`config.mk`:
```
export PLATFORM = sky130hd
export DESIGN_NAME = ariane_axi_cut_flat
export DESIGN_NICKNAME = d
export VERILOG_FILES = /design/src/rtl/ariane_axi_cut_pkg.sv /design/src/rtl/ariane_axi_cut_if.sv /design/src/rtl/ariane_axi_cut_spill.sv /design/src/rtl/ariane_axi_cut.sv /design/src/flat_wrapper.sv
export SDC_FILE = /design/constraint.sdc
export NUM_CORES = 1
export LEC_CHECK = 0
export ABC_AREA = 1
export BUFFER_PORTS_ARGS = -buffer_cell sky130_fd_sc_hd__buf_2
export CAP_MARGIN = 10
export CORE_ASPECT_RATIO = 0.75
export CORE_MARGIN = 2
export CORE_UTILIZATION = 40
export CTS_BUF_LIST = sky130_fd_sc_hd__clkbuf_4 sky130_fd_sc_hd__clkbuf_8 sky130_fd_sc_hd__clkbuf_16
export DETAILED_ROUTE_END_ITERATION = 8
export PLACE_DENSITY = 0.71
export SLEW_MARGIN = 5
export SYNTH_ARGS = -nofsm -noshare
export SYNTH_HDL_FRONTEND = slang
export SYNTH_SLANG_ARGS = --single-unit
```
`constraint.sdc`:
```
create_clock -name clk_i -period 29 [get_ports clk_i]
set_input_delay 1.45 -clock clk_i [delete_from_list [all_inputs] [get_ports clk_i]]
set_output_delay 1.45 -clock clk_i [all_outputs]
set_load 0.005 [all_outputs]
```
`src/rtl/ariane_axi_cut_pkg.sv`:
```
// Shared AXI channel types (ariane_axi) and the cut-local constants/types.
// Optional feature macro used by the cut: ARIANE_AXI_CUT_OUTSTANDING_EN.
package ariane_axi;
  localparam int unsigned IdWidth   = 4;
  localparam int unsigned AddrWidth = 64;
  localparam int unsigned DataWidth = 64;
  localparam int unsigned StrbWidth = DataWidth / 8;

  typedef struct packed {
    logic [IdWidth-1:0]   id;
    logic [AddrWidth-1:0] addr;
    logic [7:0]           len;
    logic [2:0]           size;
    logic [1:0]           burst;
    logic                 lock;
    logic [3:0]           cache;
    logic [2:0]           prot;
    logic [3:0]           qos;
    logic [3:0]           region;
    logic [5:0]           atop;
  } aw_chan_t;

  typedef struct packed {
    logic [DataWidth-1:0] data;
    logic [StrbWidth-1:0] strb;
    logic                 last;
  } w_chan_t;

  typedef struct packed {
    logic [IdWidth-1:0] id;
    logic [1:0]         resp;
  } b_chan_t;

  typedef struct packed {
    logic [IdWidth-1:0]   id;
    logic [AddrWidth-1:0] addr;
    logic [7:0]           len;
    logic [2:0]           size;
    logic [1:0]           burst;
    logic                 lock;
    logic [3:0]           cache;
    logic [2:0]           prot;
    logic [3:0]           qos;
    logic [3:0]           region;
  } ar_chan_t;

  typedef struct packed {
    logic [IdWidth-1:0]   id;
    logic [DataWidth-1:0] data;
    logic [1:0]           resp;
    logic                 last;
  } r_chan_t;

  typedef struct packed {
    aw_chan_t aw;
    logic     aw_valid;
    w_chan_t  w;
    logic     w_valid;
    logic     b_ready;
    ar_chan_t ar;
    logic     ar_valid;
    logic     r_ready;
  } req_t;

  typedef struct packed {
    logic    aw_ready;
    logic    ar_ready;
    logic    w_ready;
    logic    b_valid;
    b_chan_t b;
    logic    r_valid;
    r_chan_t r;
  } resp_t;
endpackage

package ariane_axi_cut_pkg;
  localparam int unsigned OutstandingCntWidth = 8;

  typedef enum logic [1:0] {
    EMPTY = 2'd0,
    ONE   = 2'd1,
    TWO   = 2'd2
  } spill_state_e;
endpackage

```
`src/rtl/ariane_axi_cut_if.sv`:
```
// Request/response bundle between the adapter, the cut and the downstream slave.
interface ariane_axi_cut_if;
  ariane_axi::req_t  req;
  ariane_axi::resp_t resp;

  modport master (output req, input resp);
  modport slave  (input req, output resp);
endinterface

```
`src/rtl/ariane_axi_cut_spill.sv`:
```
// Two-entry spill register: entry A drives the output, entry B is the skid.
// Input ready depends only on state, so no ready path crosses the cut.
module ariane_axi_spill_reg
  import ariane_axi_cut_pkg::*;
#(
  parameter type T = logic
) (
  input  logic clk_i,
  input  logic rst_i,
  input  logic i_valid,
  output logic o_ready,
  input  T     i_data,
  output logic o_valid,
  input  logic i_ready,
  output T     o_data
);
  spill_state_e r_state;
  T             r_a;
  T             r_b;
  logic         w_in_fire;
  logic         w_out_fire;

  assign o_ready    = (r_state != TWO);
  assign o_valid    = (r_state != EMPTY);
  assign o_data     = r_a;
  assign w_in_fire  = i_valid && o_ready;
  assign w_out_fire = o_valid && i_ready;

  // State and payload update; A always holds the oldest beat.
  always_ff @(posedge clk_i or posedge rst_i) begin
    if (rst_i) begin
      r_state <= EMPTY;
      r_a     <= '0;
      r_b     <= '0;
    end else begin
      unique case (r_state)
        EMPTY: begin
          if (w_in_fire) begin
            r_a     <= i_data;
            r_state <= ONE;
          end
        end
        ONE: begin
          if (w_in_fire && w_out_fire) begin
            r_a <= i_data;
          end else if (w_in_fire) begin
            r_b     <= i_data;
            r_state <= TWO;
          end else if (w_out_fire) begin
            r_state <= EMPTY;
          end
        end
        TWO: begin
          if (w_out_fire) begin
            r_a     <= r_b;
            r_state <= ONE;
          end
        end
        default: r_state <= EMPTY;
      endcase
    end
  end
endmodule

```
`src/rtl/ariane_axi_cut.sv`:
```
// Registered AXI cut: one spill register per channel, optional outstanding
// limiter enabled by ARIANE_AXI_CUT_OUTSTANDING_EN.
module ariane_axi_cut
  import ariane_axi::*;
  import ariane_axi_cut_pkg::*;
#(
  parameter bit          Bypass           = 1'b0,
  parameter int unsigned MaxWrOutstanding = 8,
  parameter int unsigned MaxRdOutstanding = 8
) (
  input  logic                           clk_i,
  input  logic                           rst_i,
  ariane_axi_cut_if.slave                slv,
  ariane_axi_cut_if.master               mst,
  output logic [OutstandingCntWidth-1:0] wr_outstanding_o,
  output logic [OutstandingCntWidth-1:0] rd_outstanding_o
);
  if (Bypass) begin : g_bypass
    assign mst.req          = slv.req;
    assign slv.resp         = mst.resp;
    assign wr_outstanding_o = '0;
    assign rd_outstanding_o = '0;
  end else begin : g_cut
    logic     w_aw_block, w_ar_block;
    logic     w_aw_vld, w_aw_rdy, w_w_vld, w_w_rdy, w_ar_vld, w_ar_rdy;
    logic     w_b_vld, w_b_rdy, w_r_vld, w_r_rdy;
    aw_chan_t w_aw_dat;
    w_chan_t  w_w_dat;
    ar_chan_t w_ar_dat;
    b_chan_t  w_b_dat;
    r_chan_t  w_r_dat;
    req_t     w_mst_req;
    resp_t    w_slv_resp;

    ariane_axi_spill_reg #(.T(aw_chan_t)) i_aw (
      .clk_i, .rst_i,
      .i_valid(slv.req.aw_valid && !w_aw_block), .o_ready(w_aw_rdy), .i_data(slv.req.aw),
      .o_valid(w_aw_vld), .i_ready(mst.resp.aw_ready), .o_data(w_aw_dat)
    );
    ariane_axi_spill_reg #(.T(w_chan_t)) i_w (
      .clk_i, .rst_i,
      .i_valid(slv.req.w_valid), .o_ready(w_w_rdy), .i_data(slv.req.w),
      .o_valid(w_w_vld), .i_ready(mst.resp.w_ready), .o_data(w_w_dat)
    );
    ariane_axi_spill_reg #(.T(ar_chan_t)) i_ar (
      .clk_i, .rst_i,
      .i_valid(slv.req.ar_valid && !w_ar_block), .o_ready(w_ar_rdy), .i_data(slv.req.ar),
      .o_valid(w_ar_vld), .i_ready(mst.resp.ar_ready), .o_data(w_ar_dat)
    );
    ariane_axi_spill_reg #(.T(b_chan_t)) i_b (
      .clk_i, .rst_i,
      .i_valid(mst.resp.b_valid), .o_ready(w_b_rdy), .i_data(mst.resp.b),
      .o_valid(w_b_vld), .i_ready(slv.req.b_ready), .o_data(w_b_dat)
    );
    ariane_axi_spill_reg #(.T(r_chan_t)) i_r (
      .clk_i, .rst_i,
      .i_valid(mst.resp.r_valid), .o_ready(w_r_rdy), .i_data(mst.resp.r),
      .o_valid(w_r_vld), .i_ready(slv.req.r_ready), .o_data(w_r_dat)
    );

    // Reassemble the registered channels into the outgoing structs.
    always_comb begin
      w_mst_req          = '0;
      w_mst_req.aw       = w_aw_dat;
      w_mst_req.aw_valid = w_aw_vld;
      w_mst_req.w        = w_w_dat;
      w_mst_req.w_valid  = w_w_vld;
      w_mst_req.ar       = w_ar_dat;
      w_mst_req.ar_valid = w_ar_vld;
      w_mst_req.b_ready  = w_b_rdy;
      w_mst_req.r_ready  = w_r_rdy;
      w_slv_resp          = '0;
      w_slv_resp.aw_ready = w_aw_rdy && !w_aw_block;
      w_slv_resp.w_ready  = w_w_rdy;
      w_slv_resp.ar_ready = w_ar_rdy && !w_ar_block;
      w_slv_resp.b_valid  = w_b_vld;
      w_slv_resp.b        = w_b_dat;
      w_slv_resp.r_valid  = w_r_vld;
      w_slv_resp.r        = w_r_dat;
    end

    assign mst.req  = w_mst_req;
    assign slv.resp = w_slv_resp;

`ifdef ARIANE_AXI_CUT_OUTSTANDING_EN
    logic [OutstandingCntWidth-1:0] r_wr_cnt, r_rd_cnt;
    logic w_aw_hs, w_b_hs, w_ar_hs, w_rl_hs;

    assign w_aw_hs    = slv.req.aw_valid && w_slv_resp.aw_ready;
    assign w_b_hs     = w_b_vld && slv.req.b_ready;
    assign w_ar_hs    = slv.req.ar_valid && w_slv_resp.ar_ready;
    assign w_rl_hs    = w_r_vld && slv.req.r_ready && w_r_dat.last;
    assign w_aw_block = (r_wr_cnt == OutstandingCntWidth'(MaxWrOutstanding));
    assign w_ar_block = (r_rd_cnt == OutstandingCntWidth'(MaxRdOutstanding));

    // Write outstanding count: AW handshake in, B handshake out.
    always_ff @(posedge clk_i or posedge rst_i) begin
      if (rst_i) begin
        r_wr_cnt <= '0;
      end else if (w_aw_hs && !w_b_hs && !w_aw_block) begin
        r_wr_cnt <= r_wr_cnt + 1'b1;
      end else if (w_b_hs && !w_aw_hs && (r_wr_cnt != '0)) begin
        r_wr_cnt <= r_wr_cnt - 1'b1;
      end
    end

    // Read outstanding count: AR handshake in, last R handshake out.
    always_ff @(posedge clk_i or posedge rst_i) begin
      if (rst_i) begin
        r_rd_cnt <= '0;
      end else if (w_ar_hs && !w_rl_hs && !w_ar_block) begin
        r_rd_cnt <= r_rd_cnt + 1'b1;
      end else if (w_rl_hs && !w_ar_hs && (r_rd_cnt != '0)) begin
        r_rd_cnt <= r_rd_cnt - 1'b1;
      end
    end

    a_wr_underflow: assert property (@(posedge clk_i) disable iff (rst_i)
      !(w_b_hs && !w_aw_hs && (r_wr_cnt == '0)));
    a_rd_underflow: assert property (@(posedge clk_i) disable iff (rst_i)
      !(w_rl_hs && !w_ar_hs && (r_rd_cnt == '0)));

    assign wr_outstanding_o = r_wr_cnt;
    assign rd_outstanding_o = r_rd_cnt;
`else
    assign w_aw_block       = 1'b0;
    assign w_ar_block       = 1'b0;
    assign wr_outstanding_o = '0;
    assign rd_outstanding_o = '0;
`endif
  end
endmodule

```
`src/flat_wrapper.sv`:
```
// flat-port wrapper written by rule: the top's interface ports become plain ports
module ariane_axi_cut_flat import ariane_axi::*; import ariane_axi_cut_pkg::*;
#(
  parameter bit          Bypass           = 1'b0,
  parameter int unsigned MaxWrOutstanding = 8,
  parameter int unsigned MaxRdOutstanding = 8
)
  (clk_i, rst_i, wr_outstanding_o, rd_outstanding_o, slv_req, slv_resp, mst_req, mst_resp);
  ariane_axi_cut_if slv_i ();
  ariane_axi_cut_if mst_i ();
  input  logic clk_i;
  input  logic rst_i;
  output logic [OutstandingCntWidth-1:0] wr_outstanding_o;
  output logic [OutstandingCntWidth-1:0] rd_outstanding_o;
  input wire logic [$bits(slv_i.req)-1:0] slv_req;
  output wire logic [$bits(slv_i.resp)-1:0] slv_resp;
  output wire logic [$bits(mst_i.req)-1:0] mst_req;
  input wire logic [$bits(mst_i.resp)-1:0] mst_resp;
  assign slv_i.req = slv_req;
  assign slv_resp = slv_i.resp;
  assign mst_req = mst_i.req;
  assign mst_i.resp = mst_resp;
  ariane_axi_cut #(.Bypass(Bypass), .MaxWrOutstanding(MaxWrOutstanding), .MaxRdOutstanding(MaxRdOutstanding)) u_core (.clk_i(clk_i), .rst_i(rst_i), .slv(slv_i), .mst(mst_i), .wr_outstanding_o(wr_outstanding_o), .rd_outstanding_o(rd_outstanding_o));
endmodule
```
* Word level (Yosys, flattened, before mapping) *
Cells that the tools add are included.

word-level totals
  flip-flop bits (word level) = 710
  input port bits = 362

cells by class
  mux-type cells = 50
  reductions and logical operators = 45
  bitwise logic cells = 5
  eq/ne operators = 40

operator list
  operator                                                                number
  103-bit two-way mux                                                     3
  103-bit case mux with 3 select lines                                    1
  97-bit two-way mux                                                      3
  97-bit case mux with 3 select lines                                     1
  73-bit two-way mux                                                      3
  73-bit case mux with 3 select lines                                     1
  71-bit two-way mux                                                      3
  71-bit case mux with 3 select lines                                     1
  2-bit two-way mux                                                       25
  2-bit != test (second input constant)                                   25
  4-bit AND reduction                                                     10
  2-bit case mux with 3 select lines                                      5
  6-bit two-way mux                                                       3
  6-bit case mux with 3 select lines                                      1
  1-bit logical AND                                                       15
  3-bit != test (second input constant)                                   5
  3-bit AND reduction                                                     5
  3-bit nonzero test                                                      5
  2-bit by 1-bit equality test with 1-bit output (second input constant)  5
  2-bit equality test (second input constant)                             5
  2-bit zero test                                                         5
  2-bit nonzero test                                                      5
  1-bit inverter                                                          5

* Logic depth before layout (Yosys ltp) *
  depth after elaboration = 6
  mapped depth = 10
  mapped depth without buffers = 7

* Hierarchy *
Synthesis repeated with hierarchy kept, for this count alone.

unflattened totals
  cell total of the unflattened synthesis = 4,246
  area, all modules = 32,693.9 um^2

by module, submodules not included
  module                                     area each (um^2)  instances  cells each
  ariane_axi_spill_reg at u_core.g_cut.i_aw  9,389.0           1          1,233
  ariane_axi_spill_reg at u_core.g_cut.i_ar  8,817.2           1          1,161
  ariane_axi_spill_reg at u_core.g_cut.i_w   7,074.3           1          881
  ariane_axi_spill_reg at u_core.g_cut.i_r   6,510.0           1          854
  ariane_axi_spill_reg at u_core.g_cut.i_b   704.4             1          90
  ariane_axi_cut                             198.9             1          27

* Least setup slack after synthesis *
OpenSTA, ideal clock, no wires.

  path kind = register to output
  start point = reg u_core.g_cut.i_aw.r_state[1]
  end point = out slv_resp[81]
  path buffers = 4
  stages on the path, launching flop included = 6
  arrival = 1.057 ns
  path slack = 26.493 ns
  path through = dfrtp_1 buf_4 nand2_2 buf_2 buf_2 buf_4

on the way
  cells in the longest elaborated chain, start to end = 1

RTL lines
  item                      line                        text
  start: declaration        ariane_axi_cut_spill.sv:17  spill_state_e r_state;
  start signal: assignment  ariane_axi_cut_spill.sv:32  r_state <= EMPTY;
  start signal: assignment  ariane_axi_cut_spill.sv:40  r_state <= ONE;
  start signal: assignment  ariane_axi_cut_spill.sv:48  r_state <= TWO;
  2-bit != test             ariane_axi_cut_spill.sv:23  assign o_ready = (r_state != TWO);
  end: declaration          flat_wrapper.sv:16          output wire logic [$bits(slv_i.resp)-1:0] slv_resp;

No other way between the ends.

==> impl_metrics.tcl <==
set metrics [dict create \
    ir_drop_v 0.0000524 \
    setup_slack_ns 24.76 \
    portBuffers 721 \
    core_sq_um 77300 \
    ant_nets 0 \
    max_cap_violations 0 \
    ys_ff_latch 710 \
    outcome "finished clean" \
    path_cells "buf_2, inv_8, buf_4, buf_4, buf_4" \
    synth_cell_type_count 22 \
    cts_setup_buffers 0 \
    max_slew.worst_pin.slew_ns 1.11 \
    cts_tree "built" \
    use_met3 0.0533 \
    synth_cells 3863 \
    report.final.slew_viol_count 0 \
    start_util 0.406 \
    seqCellArea_sq_um 17800 \
    required_ns 29.56 \
    multi_input_area_sq_um 10900 \
    cts_buffers 73 \
    nNetsFinal 4780 \
    drc 0 \
    cp_max_fo 112 \
    r2r_slack_ns 25.58 \
    end_kind "async pin" \
    ys_seq_area_frac 0.565 \
    ctsResizeCount 0 \
    fmax_mhz 236 \
    cts_max_path_buffers 3 \
    num_vias 26700 \
    io_pins 738 \
    cts_hold_buffers 0 \
    area_delta_synth_final_pct 20.5 \
    synth_common_cells "nand2_1 (1147), dfrtp_1 (710), o21ai_0 (425), inv_1 (370), nand3_1 (316)" \
    post-route-util 0.490 \
    pre_cts_slack_ns 23.96 \
    hp-class "reg2reg" \
    ys_async_sr_fraction 1.00 \
    slew_headroom 0.261 \
    yosys.area.top_type "dfrtp_1" \
    yosys_most_used_dff "dfrtp_1" \
    track_usage 0.205 \
    drt_iter0_markers 1985 \
    critPathArrivalTime_ns 4.81 \
    die_x_um 328 \
    grt_use_met1 0.269 \
    grt_max_degree 183 \
    post-route-period-util 0.146 \
    wire_per_inst_um 15.4 \
    h-tree-depth 3 \
    yosysMostFrequentCell "nand2_1" \
    critPathKind "in2async" \
    met2_usage 0.320 \
    cpMostUsedCell "buf_4" \
    cts.sinks 710 \
    drt-pass1-iter-count 7 \
    yosysWarnings 0 \
    path_clk_slew_ns 0.06 \
    finalHoldViolCount 0 \
    fin_skew_ns 0.0152 \
    avgSynthCellArea_sq_um 8.13 \
    wirelength_um 85600 \
    worstSetupStartpointType "input pin" \
    rsz0062_at_grt "no" \
    place.gp.congestion 0.843 \
    synth_top_area_frac 0.565 \
    die_y_um 247 \
    finalSetupViolations 0 \
    synth_area_leaders "dfrtp_1 (57%), nand2_1 (14%), o21ai_0 (6.8%)" \
    cts_root_buffer "clkbuf_16" \
    fin_setup_tns_ns 0 \
    globalRouteOverflowTotal 0 \
    slowest_delay_ns 0.93 \
    rows 88 \
    antenna_found_initial 41 \
    n_fill_cell 7518 \
    leakagePower_nw 21.2 \
    fin_crit_ns 4.24 \
    grt_pass1_wl_um 134000 \
    clk_latency_ns 0.61 \
    synth-edff-count 0 \
    grt_pass1_vias 24600 \
    drive_gt1_frac 0.204 \
    dp_hpwl_um 55500 \
    synthesis.area_sq_um 31400 \
    vias_per_cell 4.81 \
    cp_slowest_cell "buf_4" \
    die-area_sq_um 80800 \
    powerDensity_nw_per_um2 101 \
    gr-max-usage-layer "met2" \
]
==> layout by cell type (no fill, tap or decap), types with 25 or more instances in the layout <==
master	instances
clkbuf_16	75
nor2_1	287
buf_2	721
dfrtp_1	710
a21oi_1	278
buf_4	25
o21ai_0	425
inv_1	368
nand3_1	312
diode_2	36
nand2_1	1142
==> final timing paths <==
path,from,end,cells after the start
max in group clk_i,u_core.g_cut.i_aw.r_state[0]$_DFFE_PP0P_,slv_resp[81],3
worst max-delay path,rst_i,u_core.g_cut.i_aw.o_data[66]$_DFFE_PP0P_,5
worst min register to register,u_core.g_cut.i_b.o_data[2]$_DFFE_PP0P_,u_core.g_cut.i_b.o_data[2]$_DFFE_PP0P_,2
min in group asynchronous,rst_i,u_core.g_cut.i_w.o_data[13]$_DFFE_PP0P_,2
worst min-delay path,u_core.g_cut.i_b.o_data[2]$_DFFE_PP0P_,u_core.g_cut.i_b.o_data[2]$_DFFE_PP0P_,2
worst max register to register,u_core.g_cut.i_aw.r_state[0]$_DFFE_PP0P_,u_core.g_cut.i_aw.o_data[93]$_DFFE_PP0P_,8
==> state kept, by name, summed over array words and instances, names as in the netlist <==
signal / flops
u_core.g_cut.i_aw.r_b: 103
u_core.g_cut.i_b.r_b: 6
u_core.g_cut.i_b.r_state: 2
u_core.g_cut.i_r.o_data: 71
u_core.g_cut.i_w.r_state: 2
u_core.g_cut.i_aw.o_data: 103
u_core.g_cut.i_b.o_data: 6
u_core.g_cut.i_w.r_b: 73
u_core.g_cut.i_aw.r_state: 2
u_core.g_cut.i_ar.r_b: 97
u_core.g_cut.i_w.o_data: 73
u_core.g_cut.i_ar.o_data: 97
u_core.g_cut.i_r.r_state: 2
u_core.g_cut.i_ar.r_state: 2
u_core.g_cut.i_r.r_b: 71
==> cell families after synthesis <==
group	share of synthesized area
AND/OR/NAND/NOR	0.227
AO/OA/AOI/OAI	0.116
flip-flops	0.565
buffers and inverters	0.0918
other	0.000119
==> worst max-delay path, delay by kind of cell <==
kind	cells	cell delay, ns
buffers and inverters	5	3.09
==> through the flow <==
step	hold WS, ns	cell area (sq um)	power (mW)	cells
global placement	0.449	35200	2.80	5378
finish	0.461	37900	3.81	5545
CTS	0.468	37800	3.85	5509
global route	0.487	37800	4.10	5536
floorplan	0.448	31500	2.38	3878
detailed placement	0.453	35200	2.85	5378
==> report_power, final <==
part | total [mW] | leakage [nW] | internal [mW] | switching [mW]
Clock | 0.985 | 1.27 | 0.579 | 0.405
Combinational | 1.21 | 11.7 | 0.445 | 0.768
Sequential | 1.62 | 8.29 | 1.43 | 0.189
==> metal layers <==
layer,share of wire,vias to the layer above
met3,0.070,194
met1,0.42,12500
met5,0.0014,-
met2,0.47,748
li1,-,13200
met4,0.040,18
==> final cells by class <==
class                           count  area share
Antenna cell                       36     0.00238
Inverter                          377      0.0376
Clock inverter                     28     0.00863
Timing Repair Buffer              747       0.101
Clock buffer                      103      0.0583
Multi-Input combinational cell   2509       0.289
Tap cell                         1035      0.0342
Sequential cell                   710       0.469
No activity file was read; power rests on OpenSTA's default activity.
